==> src/rtl/envelope_shaper.sv <==
// -----------------------------------------------------------------------------
// envelope_shaper
//
// Amplitude-envelope stage between the sine generator and the two PWM DACs.
// Both half-wave magnitudes are scaled by an 8-bit gain that follows an
// attack / sustain / release profile, restarted on every note_start, so that
// pitch changes in the note sequencer do not produce audible clicks.
// The envelope advances on fs_tick; the scaled samples are re-registered on
// every clk cycle so the DACs always see flop outputs.
//
// Optional feature macro: ENVELOPE_RELEASE_EN
//   defined   : a note enters RELEASE once its remaining duration is short
//               enough for the gain to ramp down to 0 before it ends.
//   undefined : SUSTAIN holds gain 255 until the next note_start or reset.
//
// Ports:
//   clk        in   system clock
//   reset      in   synchronous, active-high reset
//   fs_tick    in   one-cycle pulse at the sample rate
//   note_start in   one-cycle pulse, a new note begins
//   duration   in   note length in fs ticks, sampled with note_start
//   pos_in     in   positive half-wave magnitude
//   neg_in     in   negative half-wave magnitude
//   pos_out    out  (pos_in * gain) >> 8, registered
//   neg_out    out  (neg_in * gain) >> 8, registered
//   gain       out  current envelope gain
//   busy       out  high whenever the envelope is not IDLE
// -----------------------------------------------------------------------------
module envelope_shaper #(
    parameter int WIDTH        = 9,
    parameter int DUR_BITS     = 13,
    parameter int ATTACK_STEP  = 16,
    parameter int RELEASE_STEP = 16
) (
    input  logic                clk,
    input  logic                reset,
    input  logic                fs_tick,
    input  logic                note_start,
    input  logic [DUR_BITS-1:0] duration,
    input  logic [WIDTH-1:0]    pos_in,
    input  logic [WIDTH-1:0]    neg_in,
    output logic [WIDTH-1:0]    pos_out,
    output logic [WIDTH-1:0]    neg_out,
    output logic [7:0]          gain,
    output logic                busy
);

    typedef enum logic [1:0] {
        ST_IDLE    = 2'd0,
        ST_ATTACK  = 2'd1,
        ST_SUSTAIN = 2'd2,
        ST_RELEASE = 2'd3
    } state_t;

`ifdef ENVELOPE_RELEASE_EN
    // Ticks needed to ramp from full scale down to 0.
    localparam int REL_TICKS = (255 + RELEASE_STEP - 1) / RELEASE_STEP;
`endif

    // Add computed 9 bits wide so the carry shows overflow past 255.
    function automatic logic [7:0] gain_add_sat(input logic [7:0] g);
        logic [8:0] sum;
        sum = {1'b0, g} + 9'(ATTACK_STEP);
        if (sum > 9'd255) begin
            return 8'd255;
        end else begin
            return sum[7:0];
        end
    endfunction

    // Subtract computed 9 bits wide; bit 8 set means it went below 0.
    function automatic logic [7:0] gain_sub_sat(input logic [7:0] g);
        logic [8:0] diff;
        diff = {1'b0, g} - 9'(RELEASE_STEP);
        if (diff[8]) begin
            return 8'd0;
        end else begin
            return diff[7:0];
        end
    endfunction

    state_t                state_q, state_d;
    logic [7:0]            gain_q, gain_d;
    logic [DUR_BITS-1:0]   remaining_q, remaining_d;
    logic [DUR_BITS-1:0]   rem_dec;
    logic [WIDTH-1:0]      pos_out_q, pos_out_d;
    logic [WIDTH-1:0]      neg_out_q, neg_out_d;
    logic                  busy_q, busy_d;
    logic [WIDTH+7:0]      pos_prod;
    logic [WIDTH+7:0]      neg_prod;

    // Envelope next-state: note_start wins over a coincident fs_tick.
    always_comb begin
        state_d     = state_q;
        gain_d      = gain_q;
        remaining_d = remaining_q;
        rem_dec     = (remaining_q != {DUR_BITS{1'b0}}) ?
                      (remaining_q - {{(DUR_BITS-1){1'b0}}, 1'b1}) :
                      {DUR_BITS{1'b0}};

        if (note_start) begin
            state_d     = ST_ATTACK;
            gain_d      = 8'd0;
            remaining_d = duration;
        end else if (fs_tick) begin
            case (state_q)
                ST_IDLE: begin
                    gain_d = 8'd0;
                end
                ST_ATTACK: begin
                    remaining_d = rem_dec;
                    gain_d      = gain_add_sat(gain_q);
                    if (gain_d == 8'd255) begin
                        state_d = ST_SUSTAIN;
                    end else begin
                        state_d = ST_ATTACK;
                    end
`ifdef ENVELOPE_RELEASE_EN
                    // Release starts from the current gain, not from 255.
                    if (rem_dec <= DUR_BITS'(REL_TICKS)) begin
                        state_d = ST_RELEASE;
                    end else begin
                        state_d = state_d;
                    end
`endif
                end
                ST_SUSTAIN: begin
                    remaining_d = rem_dec;
                    gain_d      = 8'd255;
`ifdef ENVELOPE_RELEASE_EN
                    if (rem_dec <= DUR_BITS'(REL_TICKS)) begin
                        state_d = ST_RELEASE;
                    end else begin
                        state_d = ST_SUSTAIN;
                    end
`else
                    state_d = ST_SUSTAIN;
`endif
                end
                ST_RELEASE: begin
                    remaining_d = rem_dec;
                    gain_d      = gain_sub_sat(gain_q);
                    if (gain_d == 8'd0) begin
                        state_d = ST_IDLE;
                    end else begin
                        state_d = ST_RELEASE;
                    end
                end
                default: begin
                    state_d = ST_IDLE;
                    gain_d  = 8'd0;
                end
            endcase
        end else begin
            state_d     = state_q;
            gain_d      = gain_q;
            remaining_d = remaining_q;
        end
    end

    // Sample scaling with the gain currently held in the register.
    always_comb begin
        pos_prod  = (WIDTH+8)'(pos_in) * (WIDTH+8)'(gain_q);
        neg_prod  = (WIDTH+8)'(neg_in) * (WIDTH+8)'(gain_q);
        pos_out_d = WIDTH'(pos_prod >> 8);
        neg_out_d = WIDTH'(neg_prod >> 8);
        busy_d    = (state_d != ST_IDLE);
    end

    // State, gain, counter and output registers with synchronous reset.
    always_ff @(posedge clk) begin
        if (reset) begin
            state_q     <= ST_IDLE;
            gain_q      <= 8'd0;
            remaining_q <= {DUR_BITS{1'b0}};
            pos_out_q   <= {WIDTH{1'b0}};
            neg_out_q   <= {WIDTH{1'b0}};
            busy_q      <= 1'b0;
        end else begin
            state_q     <= state_d;
            gain_q      <= gain_d;
            remaining_q <= remaining_d;
            pos_out_q   <= pos_out_d;
            neg_out_q   <= neg_out_d;
            busy_q      <= busy_d;
        end
    end

    assign pos_out = pos_out_q;
    assign neg_out = neg_out_q;
    assign gain    = gain_q;
    assign busy    = busy_q;

endmodule

==> config.mk <==
export PLATFORM = sky130hd
export DESIGN_NAME = envelope_shaper
export DESIGN_NICKNAME = d
export VERILOG_FILES = /design/src/rtl/envelope_shaper.sv
export SDC_FILE = /design/constraint.sdc
export NUM_CORES = 1
export LEC_CHECK = 0
export CORE_ASPECT_RATIO = 0.8
export CORE_MARGIN = 5
export CORE_UTILIZATION = 63
export CTS_BUF_LIST = sky130_fd_sc_hd__clkbuf_4 sky130_fd_sc_hd__clkbuf_8 sky130_fd_sc_hd__clkbuf_16
export CTS_CLUSTER_SIZE = 40
export DETAILED_ROUTE_END_ITERATION = 10
export HOLD_SLACK_MARGIN = 0.05
export PLACE_DENSITY = 0.9
export SYNTH_ARGS = -nofsm -noshare
export SYNTH_HDL_FRONTEND = slang
export SYNTH_SLANG_ARGS = --single-unit
==> constraint.sdc <==
create_clock -name clk -period 14.2 [get_ports clk]
set_input_delay 2.13 -clock clk [delete_from_list [all_inputs] [get_ports clk]]
set_output_delay 2.13 -clock clk [all_outputs]
set_load 0.01 [all_outputs]
==> results.sh <==
export IMPL_status="finished, final reports clean"
export IMPL_timing_setup_tns_ns=0
export IMPL_ys_flop_type="dfxtp_1"
export IMPL_wire_per_inst_um=15.5
export IMPL_min_path_type="register to register"
export IMPL_ir_drop_uv=29.9
export IMPL_synth_most_common_cell="and2_1"
export IMPL_syn_avg_cell_area_um2=8.86
export IMPL_path_max_fanout=8
export IMPL_final_area_mm2=0.00613
export IMPL_seqPwrFrac_pct=44.2
export IMPL_syn_area_mm2=0.00551
export IMPL_die_w_um=115
export IMPL_grt_max_degree=31
export IMPL_placed_cell_area_mm2=0.00603
export IMPL_start_util_pct=64.7
export IMPL_clock_sinks=29
export IMPL_clkPwrFrac_pct=43.3
export IMPL_period_needed_ns=6.76
export IMPL_tightest_slew_ns=1.02
export IMPL_core_rowCount=30
export IMPL_path_buf_inv=3
export IMPL_path_clk_slew_ns=0.07
export IMPL_cp_required_ns=14.39
export IMPL_initialDrtViolationCount=276
export IMPL_synth_cells=622
export IMPL_antenna_found_initial=0
export IMPL_synth_top_area_share_pct=29.8
export IMPL_register_area_um2=581
export IMPL_cpPeakStageDelay_ns=0.60
export IMPL_synth_largest_area_cell="fa_1"
export IMPL_final_setup_skew_ns=0.00848
export IMPL_swShare_pct=28.2
export IMPL_path_cells="clkdlybuf4s50_1, and2_1, fa_1, fa_1, fa_1, inv_1, fa_1, inv_1, ha_1, and3_1, and3_4, a221oi_4, o21bai_2, a21oi_1, mux2_1"
export IMPL_cts_root_buffer="clkbuf_8"
export IMPL_p_comb_share_pct=12.6
export IMPL_antenna_left=0
export IMPL_fill_cells=626
export IMPL_io_buffers=48
export IMPL_fmax_ghz=0.148
export IMPL_cts_made_buffers=5
export IMPL_yosysSeqAreaShare_pct=10.5
export IMPL_area_delta_synth_final_pct=11.2
export IMPL_io_pin_count=62
export IMPL_final_setup_viol_count=0
export IMPL_crit_type="input pin to register"
export IMPL_rsz0062_at_grt="no"
export IMPL_clockBufferDepth=2
export IMPL_hold_buffers=0
export IMPL_htree_levels=2
export IMPL_die_h_um=93.7
export IMPL_grt_pass1_wl_um=21100
export IMPL_p_total_mw=0.189
export IMPL_clk_latency_ns=0.30
export IMPL_gp_congestion=0.823
export IMPL_grt_usage_pct=24.3
export IMPL_hpwl_um=9070
export IMPL_grt_overflow=0
export IMPL_die_area_mm2=0.0107
export IMPL_cts_tree="done"
export IMPL_via_per_inst=5.64
export IMPL_max_slew_margin_pct=32.1
export IMPL_maxCapViolCount=0
export IMPL_diodes=0
export IMPL_drive_gt1_share_pct=3.52
export IMPL_core_mm2=0.00852
export IMPL_grt_pass1_vias=4737
export IMPL_drcViolationCount=0
export IMPL_power_density_mw_per_mm2=30.8
export IMPL_firstDrtPassIters=5
export IMPL_multi_input_area_mm2=0.00440
export IMPL_p_int_mw=0.136
export IMPL_post_cts_buffers=0
export IMPL_leakage_nw=3.22
export IMPL_vias=4317
export IMPL_crit_top_cell="fa_1"
export IMPL_layout_nets=841
export IMPL_yosysUniqueCellTypes=63
export IMPL_synthArstFlopShare_pct=0
export IMPL_slew_viol_final=0
export IMPL_routed_wl_um=11900
export IMPL_fin_ws_ns=7.44
export IMPL_syn_nets=810
export IMPL_fin_crit_sh_pct=47.6
export IMPL_start_kind="input pin"
export IMPL_synth_edf_count=0
export IMPL_pre_cts_slack_ns=7.15
export IMPL_yosysWarnings=0
export IMPL_crit_slowest_cell="clkdlybuf4s50_1"
export IMPL_finalHoldViolCount=0
export IMPL_synthTopCellsByArea="fa_1 (30%), ha_1 (16%), and2_1 (13%)"
export IMPL_ys_seq_elements=29
export IMPL_crit_arrival_ns=6.95
export IMPL_critPathCaptureType="register"
export IMPL_cts_resized_gates=0
export IMPL_synth_commonest_cells="and2_1 (116), inv_1 (114), fa_1 (82)"
export IMPL_critical_path_top_delay_family="adder cells"
export IMPL_switching_power_mw=0.0534
[metal layers]
layer	track usage [%]	part of all wire (%)	up-vias
li1	-	-	2027
met1	31.4	42	2134
met2	41.6	50	133
met3	3.48	5.2	23
met4	8.61	2.1	0
met5	0	0	-
[cells in the final DEF, fill, tap and decap left out, drive strengths merged, types with 2 or more instances in the layout]
cell,n
nor3b,2
mux2i,2
o2111ai,2
o21bai,3
inv,115
a31oi,5
ha,71
o21ai,14
nand2,30
dfxtp,29
nand4b,2
and4,2
nor3,10
xnor2,9
mux2,3
and2,116
clkbuf,7
fa,82
a21o,6
nor2,27
a21oi,19
nor2b,5
nand4,5
xor2,5
a211oi,2
clkdlybuf4s50,48
and3,3
or3,3
nand3,5
o211ai,2
[final cells by class]
class	instances	area share, %
timing repair buffer	48	7.84
clock buffer	7	1.57
clock inverter	1	0.0816
multi-input combinational	454	71.7
inverter	115	7.04
tap	112	2.29
sequential	29	9.47
[through the flow]
stage               utilization [%]  hold slack [ns]  cells
detailed placement             70.8            0.703    758
floorplan                         -            0.671    622
global route                   72.0            0.762    766
finish                         72.0            0.730    766
global placement               70.8            0.693    758
CTS                            72.0            0.719    766
[sequential cells by signal, summed over array words and instances, names as in the netlist]
| name | count |
|---|---|
| busy | 1 |
| state_q | 2 |
| neg_out | 9 |
| pos_out | 9 |
| gain | 8 |
[final timing paths]
kind,from,to,slack (ns),depth (start not counted)
max,pos_in[5],pos_out[5]$_SDFF_PP0_,7.44,15
min,state_q[0]$_SDFF_PP0_,state_q[0]$_SDFF_PP0_,0.73,2
max reg2reg,gain[7]$_SDFFE_PP0P_,pos_out[5]$_SDFF_PP0_,8.99,14
min reg2reg,state_q[0]$_SDFF_PP0_,state_q[0]$_SDFF_PP0_,0.73,2
[cells by family after synthesis]
kind of cell / after synthesis / share of synthesized area [%]
xor+xnor: 14 / 2.22
flops: 29 / 10.5
compound gates: 68 / 8.63
simple gates: 214 / 22.1
buf+inv: 139 / 9.69
fa+ha+maj: 153 / 45.9
mux: 5 / 0.976
[worst min-delay path: cells and delay by family, from the launching register on]
family	cells	cell delay [ns]
DFF	1	0.45
and+or+nand+nor	1	0.17
AOI/OAI and AO/OA	1	0.07
[power by group through the flow]
stage	Combinational (mW)	Sequential [mW]	Clock, mW
final	0.0238	0.0835	0.0819
after global routing	0.0261	0.0836	0.0871
after CTS	0.0235	0.0834	0.0834
after detailed placement	0.0232	0.0853	0
after global placement	0.0222	0.0852	0
after floorplan	0.00933	0.0847	0
Note: power is estimated with default switching activity, not from simulation.
